`config.mk`:
```
export PLATFORM = sky130hd
export DESIGN_NAME = uart_tx_buf
export DESIGN_NICKNAME = d
export VERILOG_FILES = /design/src/rtl/uart_tx_buf_pkg.sv /design/src/rtl/uart_tx_buf_fifo.sv /design/src/rtl/uart_tx_buf.sv
export SDC_FILE = /design/constraint.sdc
export NUM_CORES = 1
export LEC_CHECK = 0
export ABC_AREA = 1
export CAP_MARGIN = 20
export CORE_ASPECT_RATIO = 1.25
export CORE_UTILIZATION = 34
export CTS_CLUSTER_SIZE = 8
export DETAILED_ROUTE_END_ITERATION = 8
export GPL_ROUTABILITY_DRIVEN = 0
export PLACE_DENSITY_LB_ADDON = 0.3
export SLEW_MARGIN = 25
export SYNTH_ARGS = -nofsm -noshare
export SYNTH_HDL_FRONTEND = slang
export SYNTH_SLANG_ARGS = --single-unit
export TNS_END_PERCENT = 50
```
`constraint.sdc`:
```
create_clock -name sys_clk -period 2.75 [get_ports sys_clk]
set_input_delay 0.275 -clock sys_clk [delete_from_list [all_inputs] [get_ports sys_clk]]
set_output_delay 0.275 -clock sys_clk [all_outputs]
set_load 0.05 [all_outputs]
```
`src/rtl/uart_tx_buf_pkg.sv`:
```
// Shared UART definitions: default clock/baud, FSM states, and baud count.
// Imported by the transmit FIFO and the transmitter top level.
package uart_tx_buf_pkg;

  localparam int DEF_CLK_FREQ = 50_000_000;
  localparam int DEF_BPS      = 115_200;

  typedef enum logic [1:0] {
    ST_IDLE,
    ST_START,
    ST_DATA,
    ST_STOP
  } tx_state_t;

  function automatic int baud_count(
    input int clk_freq,
    input int bps
  );
    return clk_freq / bps;
  endfunction

endpackage

```
`src/rtl/uart_tx_buf_fifo.sv`:
```
// Byte FIFO for the UART transmitter; level is its own counter.
// Ports: push/din in, pop/dout out, level/full/empty status.
module uart_tx_fifo
  import uart_tx_buf_pkg::*;
#(
  parameter int DEPTH = 16
) (
  input  logic                     sys_clk,
  input  logic                     sys_rst_n,
  input  logic                     push_i,
  input  logic [7:0]               din_i,
  input  logic                     pop_i,
  output logic [7:0]               dout_o,
  output logic [$clog2(DEPTH):0]   level_o,
  output logic                     full_o,
  output logic                     empty_o
);

  localparam int AW = $clog2(DEPTH);
  localparam int LW = AW + 1;

  logic [7:0]    mem_q [DEPTH];
  logic [AW-1:0] wr_q;
  logic [AW-1:0] rd_q;
  logic [LW-1:0] level_q;
  logic          push_ok;

  assign full_o  = (level_q == LW'(DEPTH));
  assign empty_o = (level_q == '0);
  assign level_o = level_q;
  assign dout_o  = mem_q[rd_q];
  // A push at full is dropped even when a pop happens on the same edge.
  assign push_ok = push_i && !full_o;

  always_ff @(posedge sys_clk) begin
    if (push_ok) begin
      mem_q[wr_q] <= din_i;
    end
  end

  always_ff @(posedge sys_clk or negedge sys_rst_n) begin
    if (!sys_rst_n) begin
      wr_q    <= '0;
      rd_q    <= '0;
      level_q <= '0;
    end else begin
      if (push_ok) begin
        wr_q <= wr_q + AW'(1);
      end
      if (pop_i) begin
        rd_q <= rd_q + AW'(1);
      end
      unique case ({push_ok, pop_i})
        2'b10:   level_q <= level_q + LW'(1);
        2'b01:   level_q <= level_q - LW'(1);
        default: level_q <= level_q;
      endcase
    end
  end

endmodule

```
`src/rtl/uart_tx_buf.sv`:
```
// Buffered 8N1 UART transmitter: valid/ready byte input into a FIFO.
// Ports: sys_clk, sys_rst_n, tx valid/data/ready, txd, busy, level.
module uart_tx_buf
  import uart_tx_buf_pkg::*;
#(
  parameter int CLK_FREQ   = DEF_CLK_FREQ,
  parameter int BPS        = DEF_BPS,
  parameter int FIFO_DEPTH = 16
) (
  input  logic                          sys_clk,
  input  logic                          sys_rst_n,
  input  logic                          uart_tx_valid_i,
  input  logic [7:0]                    uart_txdata_i,
  output logic                          uart_tx_ready_o,
  output logic                          uart_txd_o,
  output logic                          uart_tx_busy_o,
  output logic [$clog2(FIFO_DEPTH):0]   uart_tx_level_o
);

  localparam int          COUNT     = baud_count(CLK_FREQ, BPS);
  localparam logic [15:0] BAUD_LAST = 16'(COUNT - 1);

  tx_state_t   state_q, state_d;
  logic [15:0] baud_q, baud_d;
  logic [2:0]  bit_q, bit_d;
  logic [7:0]  shift_q, shift_d;
  logic        txd_q, txd_d;
  logic        busy_q;
  logic        pop;
  logic        full;
  logic        empty;
  logic        baud_last;
  logic [7:0]  head;

  uart_tx_fifo #(
    .DEPTH (FIFO_DEPTH)
  ) u_fifo (
    .sys_clk   (sys_clk),
    .sys_rst_n (sys_rst_n),
    .push_i    (uart_tx_valid_i),
    .din_i     (uart_txdata_i),
    .pop_i     (pop),
    .dout_o    (head),
    .level_o   (uart_tx_level_o),
    .full_o    (full),
    .empty_o   (empty)
  );

  assign uart_tx_ready_o = !full;
  assign uart_txd_o      = txd_q;
  assign uart_tx_busy_o  = busy_q;
  assign baud_last       = (baud_q == BAUD_LAST);

  always_comb begin
    state_d = state_q;
    baud_d  = baud_q + 16'd1;
    bit_d   = bit_q;
    shift_d = shift_q;
    pop     = 1'b0;
    txd_d   = 1'b1;
    unique case (state_q)
      ST_IDLE: begin
        baud_d = '0;
        if (!empty) begin
          pop     = 1'b1;
          shift_d = head;
          state_d = ST_START;
        end
      end
      ST_START: begin
        txd_d = 1'b0;
        if (baud_last) begin
          baud_d  = '0;
          bit_d   = '0;
          state_d = ST_DATA;
        end
      end
      ST_DATA: begin
        txd_d = shift_q[0];
        if (baud_last) begin
          baud_d  = '0;
          shift_d = {1'b0, shift_q[7:1]};
          bit_d   = bit_q + 3'd1;
          if (bit_q == 3'd7) begin
            state_d = ST_STOP;
          end
        end
      end
      ST_STOP: begin
        if (baud_last) begin
          baud_d = '0;
          // Chain straight into the next start bit when data waits.
          if (!empty) begin
            pop     = 1'b1;
            shift_d = head;
            state_d = ST_START;
          end else begin
            state_d = ST_IDLE;
          end
        end
      end
      default: state_d = ST_IDLE;
    endcase
  end

  always_ff @(posedge sys_clk or negedge sys_rst_n) begin
    if (!sys_rst_n) begin
      state_q <= ST_IDLE;
      baud_q  <= '0;
      bit_q   <= '0;
      shift_q <= '0;
      txd_q   <= 1'b1;
      busy_q  <= 1'b0;
    end else begin
      state_q <= state_d;
      baud_q  <= baud_d;
      bit_q   <= bit_d;
      shift_q <= shift_d;
      txd_q   <= txd_d;
      busy_q  <= (state_q != ST_IDLE) || !empty;
    end
  end

endmodule
```
Word-level counts from Yosys, hierarchy flattened:

Memory sizes are Yosys's and may differ from the RTL's.
Index checks and enable logic that the tools add are counted.
W data, S select, Z words.

* register bits after elaboration: 44
* memories kept: 1
* input port bits: 11
* logic and storage cells: 66
* ROM bits: 0
* latch bits: 0
* memory bits (writable): 128
* output and inout port bits: 8

Memories
* u_fifo.mem_q: depth 16, bits a word 8, rd ports 1, clocked after Yosys merged registers in 0, wr ports 1, line uart_tx_buf_fifo.sv:22 `logic [7:0] mem_q [DEPTH];`

* equal/unequal tests: 13
* mux-type cells: 23
* bitwise gates (word level): 0
* shift operators: 0
* divide/modulo/power cells: 0
* add/sub/neg operators: 6
* $lt $le $gt $ge: 0
* reduce and logical (&&, ||, !) cells: 14
* $mul: 0

Operators with widths (count)
* $pmux W16 S2: 1
* $mux W8: 3
* $pmux W8 S3: 1
* $add A16 B1 Y16 const B: 1
* $eq A16 B9 Y1 const B: 1
* $mux W16: 1
* $mux W2: 5
* $ne A2 B2 Y1 const B: 5
* $pmux W5 S2: 1
* $add A4 B1 Y4 const B: 2
* $pmux W2 S4: 1
* $eq A2 B2 Y1 const B: 3
* $mux W3: 2
* $pmux W3 S2: 1
* $reduce_and A3 Y1: 2
* $reduce_bool A2 Y1: 3
* $add A5 B1 Y5 const B: 1
* $eq A5 B5 Y1 const B: 1
* $logic_not A5 Y1: 1
* $mux W1: 5
* $reduce_and A5 Y1: 1
* $sub A5 B1 Y5 const B: 1
* $eq A2 B1 Y1 const B: 2
* $pmux W1 S2: 2
* other kinds (8): 9

Longest topological paths before layout:

Gate-level depths: netlist of the first run.

* depth in word-level cells: 6
* gate-level depth with buffers: 18
* depth with buffers taken out: 18

By module:

Synthesis of the first run repeated with hierarchy kept, for this count alone.

* cells, all modules: 749
* area, all modules: 7751.2 um^2

Modules (own cells, without submodules)
* uart_tx_fifo: sequential area each 4169.0 um^2, times used 1, area an instance 5984.5 um^2, cells an instance 522
* uart_tx_buf: sequential area each 777.0 um^2, times used 1, area an instance 1766.7 um^2, cells an instance 227

Least setup slack after synthesis of the first run:

Ideal clock, no wire load.

* path kind: reg2reg
* start: reg u_fifo.level_q[3], in the netlist u_fifo.level_o[3]
* end: reg u_fifo.level_q[4], in the netlist u_fifo.level_o[4]
* required time: 2.630 ns
* library setup time: 0.120 ns
* cell stages (with the launch flop): 13
* period minus slack after synthesis: 2.878 ns
* arrival: 2.759 ns
* slack: -0.128 ns
* path buffers: 0
* cell sequence: dfrtp_1 nor2_1 nand4_1 nand2_1 ha_1 xor2_1 ha_1 o21ai_0 nor2_1 nand2_1 nand3_1 nand2_1 nand2_1

* elaborated cells between the ends (all ways): 13
* classes of those cells: 2 x add/sub; 3 x eq/ne; 4 x mux; 4 x reduce/logical

RTL lines
* from (decl): line uart_tx_buf_fifo.sv:25 `logic [LW-1:0] level_q;`
* from (signal assigned): line uart_tx_buf_fifo.sv:54 `2'b10: level_q <= level_q + LW'(1);`
* from (signal assigned): line uart_tx_buf_fifo.sv:55 `2'b01: level_q <= level_q - LW'(1);`
* from (signal assigned): line uart_tx_buf_fifo.sv:56 `default: level_q <= level_q;`
* $eq A5 B5 Y1 (*): line uart_tx_buf_fifo.sv:28 `assign full_o = (level_q == LW'(DEPTH));`
* $logic_not A1 Y1 (*)
* net uart_tx_ready_o: line uart_tx_buf.sv:14 `output logic uart_tx_ready_o,`
* $logic_and A1 B1 Y1 (*): line uart_tx_buf_fifo.sv:33 `assign push_ok = push_i && !full_o;`
* $eq A2 B1 Y1 or $eq A2 B2 Y1 (tied branches): line uart_tx_buf_fifo.sv:53 `unique case ({push_ok, pop_i})`
* $pmux W5 S2 or $reduce_bool A2 Y1 (tied branches)

The timed path passes the listed nets; every way through them passes the cells marked *.
A chain may end at the register's enable or synchronous reset.

Final worst setup path of the first run:

* start: reg baud_q[1]
* end: reg u_fifo.level_q[4], in the netlist u_fifo.level_o[4]

* word-level cells in the longest chain between the ends: 5
* elaborated cells between the ends (all ways): 7
* classes of those cells: 3 x eq/ne; 3 x mux; 1 x reduce/logical

Ends and longest elaborated chain
* from (decl): line uart_tx_buf.sv:24 `logic [15:0] baud_q, baud_d;`
* from (signal assigned): line uart_tx_buf.sv:116 `baud_q <= baud_d;`
* $eq A16 B9 Y1 (*): line uart_tx_buf.sv:52 `assign baud_last = (baud_q == BAUD_LAST);`
* $mux W1 (*): line uart_tx_buf.sv:90 `if (baud_last) begin`
* $pmux W1 S2 (*): line uart_tx_buf.sv:61 `unique case (state_q)`
* net pop: line uart_tx_buf.sv:29 `logic pop;`
* $eq A2 B1 Y1 or $eq A2 B2 Y1 (tied branches): line uart_tx_buf_fifo.sv:53
* $pmux W5 S2 or $reduce_bool A2 Y1 (tied branches)

Marked as above.

==> results of run 1 <==
area by class of cell:
cell class                 count  area share (%)
clock buffer                  22            5.34
inverter                      92            3.78
sequential                   172            54.2
clock inverter                10            1.08
tap                          288            3.94
timing repair buffer          42            4.08
multi-input combinational    524            27.6
critical path, stage by stage (launching register included):
cell and delay [ns]:
dfrtp_1 0.39, inv_1 0.06, ha_1 0.14, nand3_1 0.13, nor2_4 0.14, nand2_4 0.08, nand2_4 0.12, nand2_2 0.08
inv_2 0.14, ha_4 0.18, xor2_2 0.17, ha_1 0.19, o21ai_1 0.11, o21ai_1 0.19, nand3_1 0.09, nand2_1 0.06
nand2_1 0.05
path summary, 6_finish.rpt:
kind | startpoint | slack [ns] | endpoint
setup / recovery | baud_q[1] | 0.30 | u_fifo.level_o[4]
hold / removal | sys_rst_n | 0.39 | baud_q[5]
setup reg to reg | baud_q[1] | 0.30 | u_fifo.level_o[4]
hold reg to reg | shift_q[0] | 0.48 | shift_q[0]
max in group asynchronous | sys_rst_n | 1.92 | u_fifo.level_o[3]
min in group sys_clk | shift_q[0] | 0.48 | shift_q[0]
metrics by stage:
step | worst slack (ns) | utilization (%) | hold slack (ns)
finish | 0.303 | 39.8 | 0.386
global route | 0.0231 | 39.8 | 0.444
CTS | 0.137 | 39.6 | 0.0454
detailed placement | 0.156 | 37.1 | 0.465
global placement | 0.233 | 37.1 | 0.465
floorplan | 0.00354 | - | -0.0206
power by group through the flow:
stage                     logic (mW)  registers (mW)  clock network, mW
after floorplan                0.425            3.33                  0
after global placement         0.877            3.22                  0
after detailed placement       0.886            3.22                  0
after CTS                      0.888            3.17               2.44
after global routing           0.988            3.20               2.53
final                          0.886            3.17               2.39
cells by family (layout without fill, tap and decap cells):
group | Yosys count | in the layout | share of synthesized area [%]
xor+xnor | 17 | 17 | 1.88
compound gates | 24 | 24 | 1.64
flops | 172 | 172 | 62.3
simple gates | 465 | 465 | 25.0
fa+ha+maj | 18 | 18 | 2.84
buf+inv | 122 | 166 | 6.30
Yosys cell counts, types with 5 or more instances:
library cell / instances / area share (%)
nand2_1: 255 / 12
buf_2: 13 / 0.82
ha_1: 18 / 2.8
o21ai_0: 13 / 0.82
dfrtp_1: 43 / 14
nor3_1: 8 / 0.50
nand4_1: 6 / 0.47
nand3_1: 102 / 6.4
xor2_1: 13 / 1.4
nor2_2: 5 / 0.39
nor2_1: 75 / 3.5
clkbuf_1: 11 / 0.52
inv_1: 86 / 4.1
edfxtp_1: 128 / 48
layer usage:
layer,vias up,wire length [um]
met5,-,0
met4,0,606
met3,33,548
met2,94,9210
met1,2476,6920
li1,2718,-
sequential cells by signal (all words and copies together) (netlist names):
signal and flops:
shift_q 8, u_fifo.wr_q 4, baud_q 16, u_fifo.rd_q 4
bit_q 3, u_fifo.level_o 5, u_fifo.mem_q 128, uart_tx_busy_o 1
state_q 2, uart_txd_o 1
what timing repair did:
item / CTS / global route
endpoints found under the setup margin: 0 / 1
endpoints found under the hold margin: 0 / 43
resized for setup: 0 / 7
buffers inserted: 0 / 0
hold buffers: 0 / 1
==> flow_metrics.py, run 1 <==
metrics = {
    "outcome": {
        "status": "completed",
    },
    "worst_hold_path": {
        "hold_class": "input pin to asynchronous set/reset pin",
    },
    "sta": {
        "relSlewSlack_pct": 49.0,
        "setup_viol": 0,
        "fmax_mhz": 409,
        "finalCriticalPeriod_ns": 2.45,
        "setup_tns_ns": 0,
        "slew_violations": 0,
        "rsz0062_at_grt": "false",
        "fin_crit_sh_pct": 89.0,
        "worst_pin_slew_ns": 0.763,
        "final_hold_viol_count": 0,
        "finalClockSkew_ns": 0.0123,
    },
    "grt": {
        "grt_max_degree": 70,
        "grt_pass1_vias": 5284,
        "grt_pass1_wl_um": 28100,
        "met3_usage_pct": 2.82,
        "grt.busiest_layer": "met2",
        "antenna_found_initial": 0,
        "grt_overflow": 0,
        "globalRouteTotalUtil_pct": 15.6,
        "use_met1_pct": 17.6,
        "grtUsageMet2_pct": 27.9,
    },
    "power": {
        "pwr-share-clk_pct": 37.0,
        "p_seq_share_pct": 49.2,
        "p_total_mw": 6.44,
        "vdd_drop_max_v": 0.000479,
        "p_sw_mw": 1.73,
        "power.density_mw_per_mm2": 705,
        "pwr-share-comb_pct": 13.7,
        "p_int_mw": 4.71,
        "leakage_nw": 3.93,
        "p_sw_share_pct": 26.9,
    },
    "routing": {
        "ant_nets": 0,
        "first_pass_iters": 5,
        "wirelength_um": 17300,
        "drt_iter0_drc": 230,
        "avgRoutedWirePerCell_um": 15.0,
        "drc": 0,
        "vias_per_cell": 4.63,
        "vias": 5321,
    },
    "layout": {
        "drive_above_1_share_pct": 10.1,
        "multi_input_area_mm2": 0.00252,
        "antennaDiodeCount": 0,
        "seq_area_mm2": 0.00495,
        "final_cells": 1150,
        "fillers": 2250,
        "area_growth_pct": 15.1,
        "layout_common_cells": "nand2_1, edfxtp_1, nand3_1",
        "postLayoutCellArea_mm2": 0.00914,
        "finalNetCount": 878,
        "final_common_cell": "nand2_1",
    },
    "logic_synthesis": {
        "synth-main-ff-cell": "edfxtp_1",
        "mappedNetlistNets": 847,
        "netlist_area_mm2": 0.00794,
        "ys_types": 36,
        "ys_warn_count": 0,
        "yosysSeqAreaShare_pct": 62.3,
        "synth-seq-cells": 172,
        "synthCells": 818,
        "synth_edf_count": 128,
        "syn_area_per_cell_um2": 9.71,
        "async_reset_ff_share_pct": 25.6,
    },
    "setup_path": {
        "arrival_ns": 2.76,
        "start_kind": "flop",
        "cp.required_ns": 3.06,
        "end_kind": "flop",
        "critical_path_class": "flop to flop",
        "crit_path_max_fanout": 8,
        "reg2regPathDepth": 16,
    },
    "placed_design": {
        "hpwl_um": 10900,
        "place_inst": 1117,
        "placed_area_mm2": 0.00851,
        "io_buffers": 18,
    },
    "floorplan": {
        "dieArea_mm2": 0.0240,
        "die_h_um": 173,
        "io_pins": 19,
        "initial_utilization_pct": 34.6,
        "row_count": 62,
        "die_w_um": 139,
        "coreArea_mm2": 0.0230,
    },
    "clocking": {
        "numCtsBuffers": 17,
        "clk_latency_ns": 0.43,
        "cts.path.max_buffers": 2,
        "htreeDepth": 4,
        "cts_sinks": 172,
        "cts_tree": "yes",
        "clkTransAtPathRegs_ns": 0.07,
        "cts-root-buf": "clkbuf_16",
    },
    "flow_run": {
        "cap_violations": 0,
    },
}
Note: power is estimated with default switching activity, not from simulation.
==> run 2: changes to the inputs <==
--- a/config.mk
+++ b/config.mk
@@ -7,12 +7,13 @@
 export LEC_CHECK = 0
 export ABC_AREA = 1
 export CAP_MARGIN = 20
-export CORE_ASPECT_RATIO = 1.25
+export CORE_ASPECT_RATIO = 0.75
 export CORE_UTILIZATION = 34
 export CTS_CLUSTER_SIZE = 8
 export DETAILED_ROUTE_END_ITERATION = 8
 export GPL_ROUTABILITY_DRIVEN = 0
 export PLACE_DENSITY_LB_ADDON = 0.3
+export SETUP_SLACK_MARGIN = 0.4
 export SLEW_MARGIN = 25
 export SYNTH_ARGS = -nofsm -noshare
 export SYNTH_HDL_FRONTEND = slang
==> run 2 against run 1 <==
  * Via count grew 1.9%
  * Cell area grew 2.5%
  * Combinational power grew 7.1%
  * Worst hold slack lost 0.050 ns
  * Total power grew 1.2%
  * Non-clock buffer count grew 17
  * Utilization grew 1.0 points
  * Sequential power is essentially flat
  * Flip-flop and latch count is the same
  * Clock-buffer cell count shrank 4
  * Largest power group unchanged
==> flow_metrics.py, run 2 (synthesis results as in run 1) <==
metrics = {
    "outcome": {
        "status": "completed",
    },
    "clocking": {
        "cts-root-buf": "clkbuf_16",
        "numCtsBuffers": 17,
        "clkTransAtPathRegs_ns": 0.06,
        "htreeDepth": 4,
        "clk_latency_ns": 0.42,
        "cts_tree": "yes",
        "cts_sinks": 172,
        "cts.path.max_buffers": 2,
    },
    "setup_path": {
        "crit_path_max_fanout": 4,
        "r2r_start": "baud_q[1]",
        "start_kind": "flop",
        "crit_path_start": "baud_q[1]",
        "arrival_ns": 2.56,
        "cp.required_ns": 3.06,
        "end_kind": "flop",
        "critical_path_class": "flop to flop",
    },
    "sta": {
        "finalCriticalPeriod_ns": 2.25,
        "finalWorstSetupSlack_ns": 0.501,
        "final_hold_viol_count": 0,
        "slew_violations": 0,
        "setup_viol": 0,
        "worst_pin_slew_ns": 0.807,
        "fmax_mhz": 445,
        "setup_tns_ns": 0,
        "relSlewSlack_pct": 46.0,
        "rsz0062_at_grt": "false",
        "fin_crit_sh_pct": 81.8,
        "finalClockSkew_ns": 0.00778,
    },
    "floorplan": {
        "dieArea_mm2": 0.0240,
        "die_w_um": 178,
        "die_h_um": 134,
        "initial_utilization_pct": 34.6,
        "io_pins": 19,
        "coreArea_mm2": 0.0229,
        "row_count": 48,
    },
    "routing": {
        "wirelength_um": 18100,
        "vias": 5423,
        "drc": 0,
        "vias_per_cell": 4.60,
        "ant_nets": 0,
        "first_pass_iters": 5,
        "avgRoutedWirePerCell_um": 15.4,
        "drt_iter0_drc": 375,
    },
    "layout": {
        "finalNetCount": 895,
        "layout_common_cells": "nand2_1, edfxtp_1, nand3_1",
        "max_flop_register": "u_fifo.mem_q",
        "drive_above_1_share_pct": 13.1,
        "antennaDiodeCount": 0,
        "reg.largest.list": "u_fifo.mem_q x128, baud_q x16, shift_q x8",
        "final_cells": 1179,
        "final_common_cell": "nand2_1",
        "largest_reg_flops": 128,
        "area_growth_pct": 18.0,
    },
    "placed_design": {
        "io_buffers": 18,
        "hpwl_um": 11400,
        "place_ws_ns": 0.326,
        "place_inst": 1132,
    },
    "grt": {
        "grt_pass1_wl_um": 29100,
        "grt_overflow": 0,
        "grt_pass1_vias": 5223,
        "grt_max_degree": 37,
        "globalRouteTotalUtil_pct": 16.3,
        "antenna_found_initial": 0,
    },
    "power": {
        "power.density_mw_per_mm2": 696,
        "leakage_nw": 4.01,
        "vdd_drop_max_v": 0.000483,
    },
    "worst_hold_path": {
        "hold_class": "input pin to asynchronous set/reset pin",
    },
    "flow_run": {
        "cap_violations": 0,
    },
}
-- run 2: final timing paths --
kind	to	slack (ns)	cells after the start
max in group asynchronous	uart_txd_o	1.84	3
min in group sys_clk	bit_q[1]	0.48	2
worst max-delay path	u_fifo.level_o[4]	0.50	16
worst min register to register	bit_q[1]	0.48	2
worst max register to register	u_fifo.level_o[4]	0.50	16
worst min-delay path	baud_q[11]	0.34	2
-- run 2: what timing repair did --
item,4_1_cts,5_1_grt
buffers inserted,4,10
pin swaps,3,9
gates resized for setup,6,16
cloned,0,0
setup endpoints to repair,1,2
hold buffers,1,0
endpoints found under the hold margin,16,0
-- run 2: final cells by class --
cell class / count / area (um2)
Multi-Input combinational cell: 524 / 2590
Inverter: 92 / 348
Clock inverter: 14 / 153
Clock buffer: 18 / 429
Timing Repair Buffer: 59 / 510
Fill cell: 2198 / 13600
Sequential cell: 172 / 4960
Tap cell: 300 / 375
-- run 2: stage by stage --
stage               utilization [%]  power [mW]  hold WS [ns]  cell area (um2)
floorplan                         -        3.77       -0.0206             7970
global placement               37.3        4.11         0.460             8570
detailed placement             37.4        4.13         0.241             8590
CTS                            40.3        6.53         0.339             9240
global route                   40.8        6.80         0.363             9370
finish                         40.8        6.52         0.336             9370
-- run 2: worst max-delay path, cell delays in order (launching register included) --
cell and delay (ns):
dfrtp_1 0.39, inv_1 0.06, ha_2 0.17, nand3_2 0.10, nor2_4 0.13, nand2_4 0.08
nand2_8 0.07, nand2_4 0.06, inv_4 0.07, ha_4 0.17, xor2_2 0.18, ha_2 0.24
o21ai_4 0.07, nor2_2 0.13, nand2_1 0.08, nand4_1 0.08, nand2_1 0.05
-- run 2: per-layer routing --
layer	global-route usage, %	part of all wire, %
met4	4.05	0.98
met2	24.9	45
met5	0	0
met3	3.88	4.7
met1	23.2	49
-- run 2: power breakdown --
| part | internal (mW) | switching (mW) |
|---|---|---|
| Sequential | 3.06 | 0.121 |
| Clock | 1.41 | 0.981 |
| Combinational | 0.316 | 0.633 |
| Total | 4.79 | 1.73 |
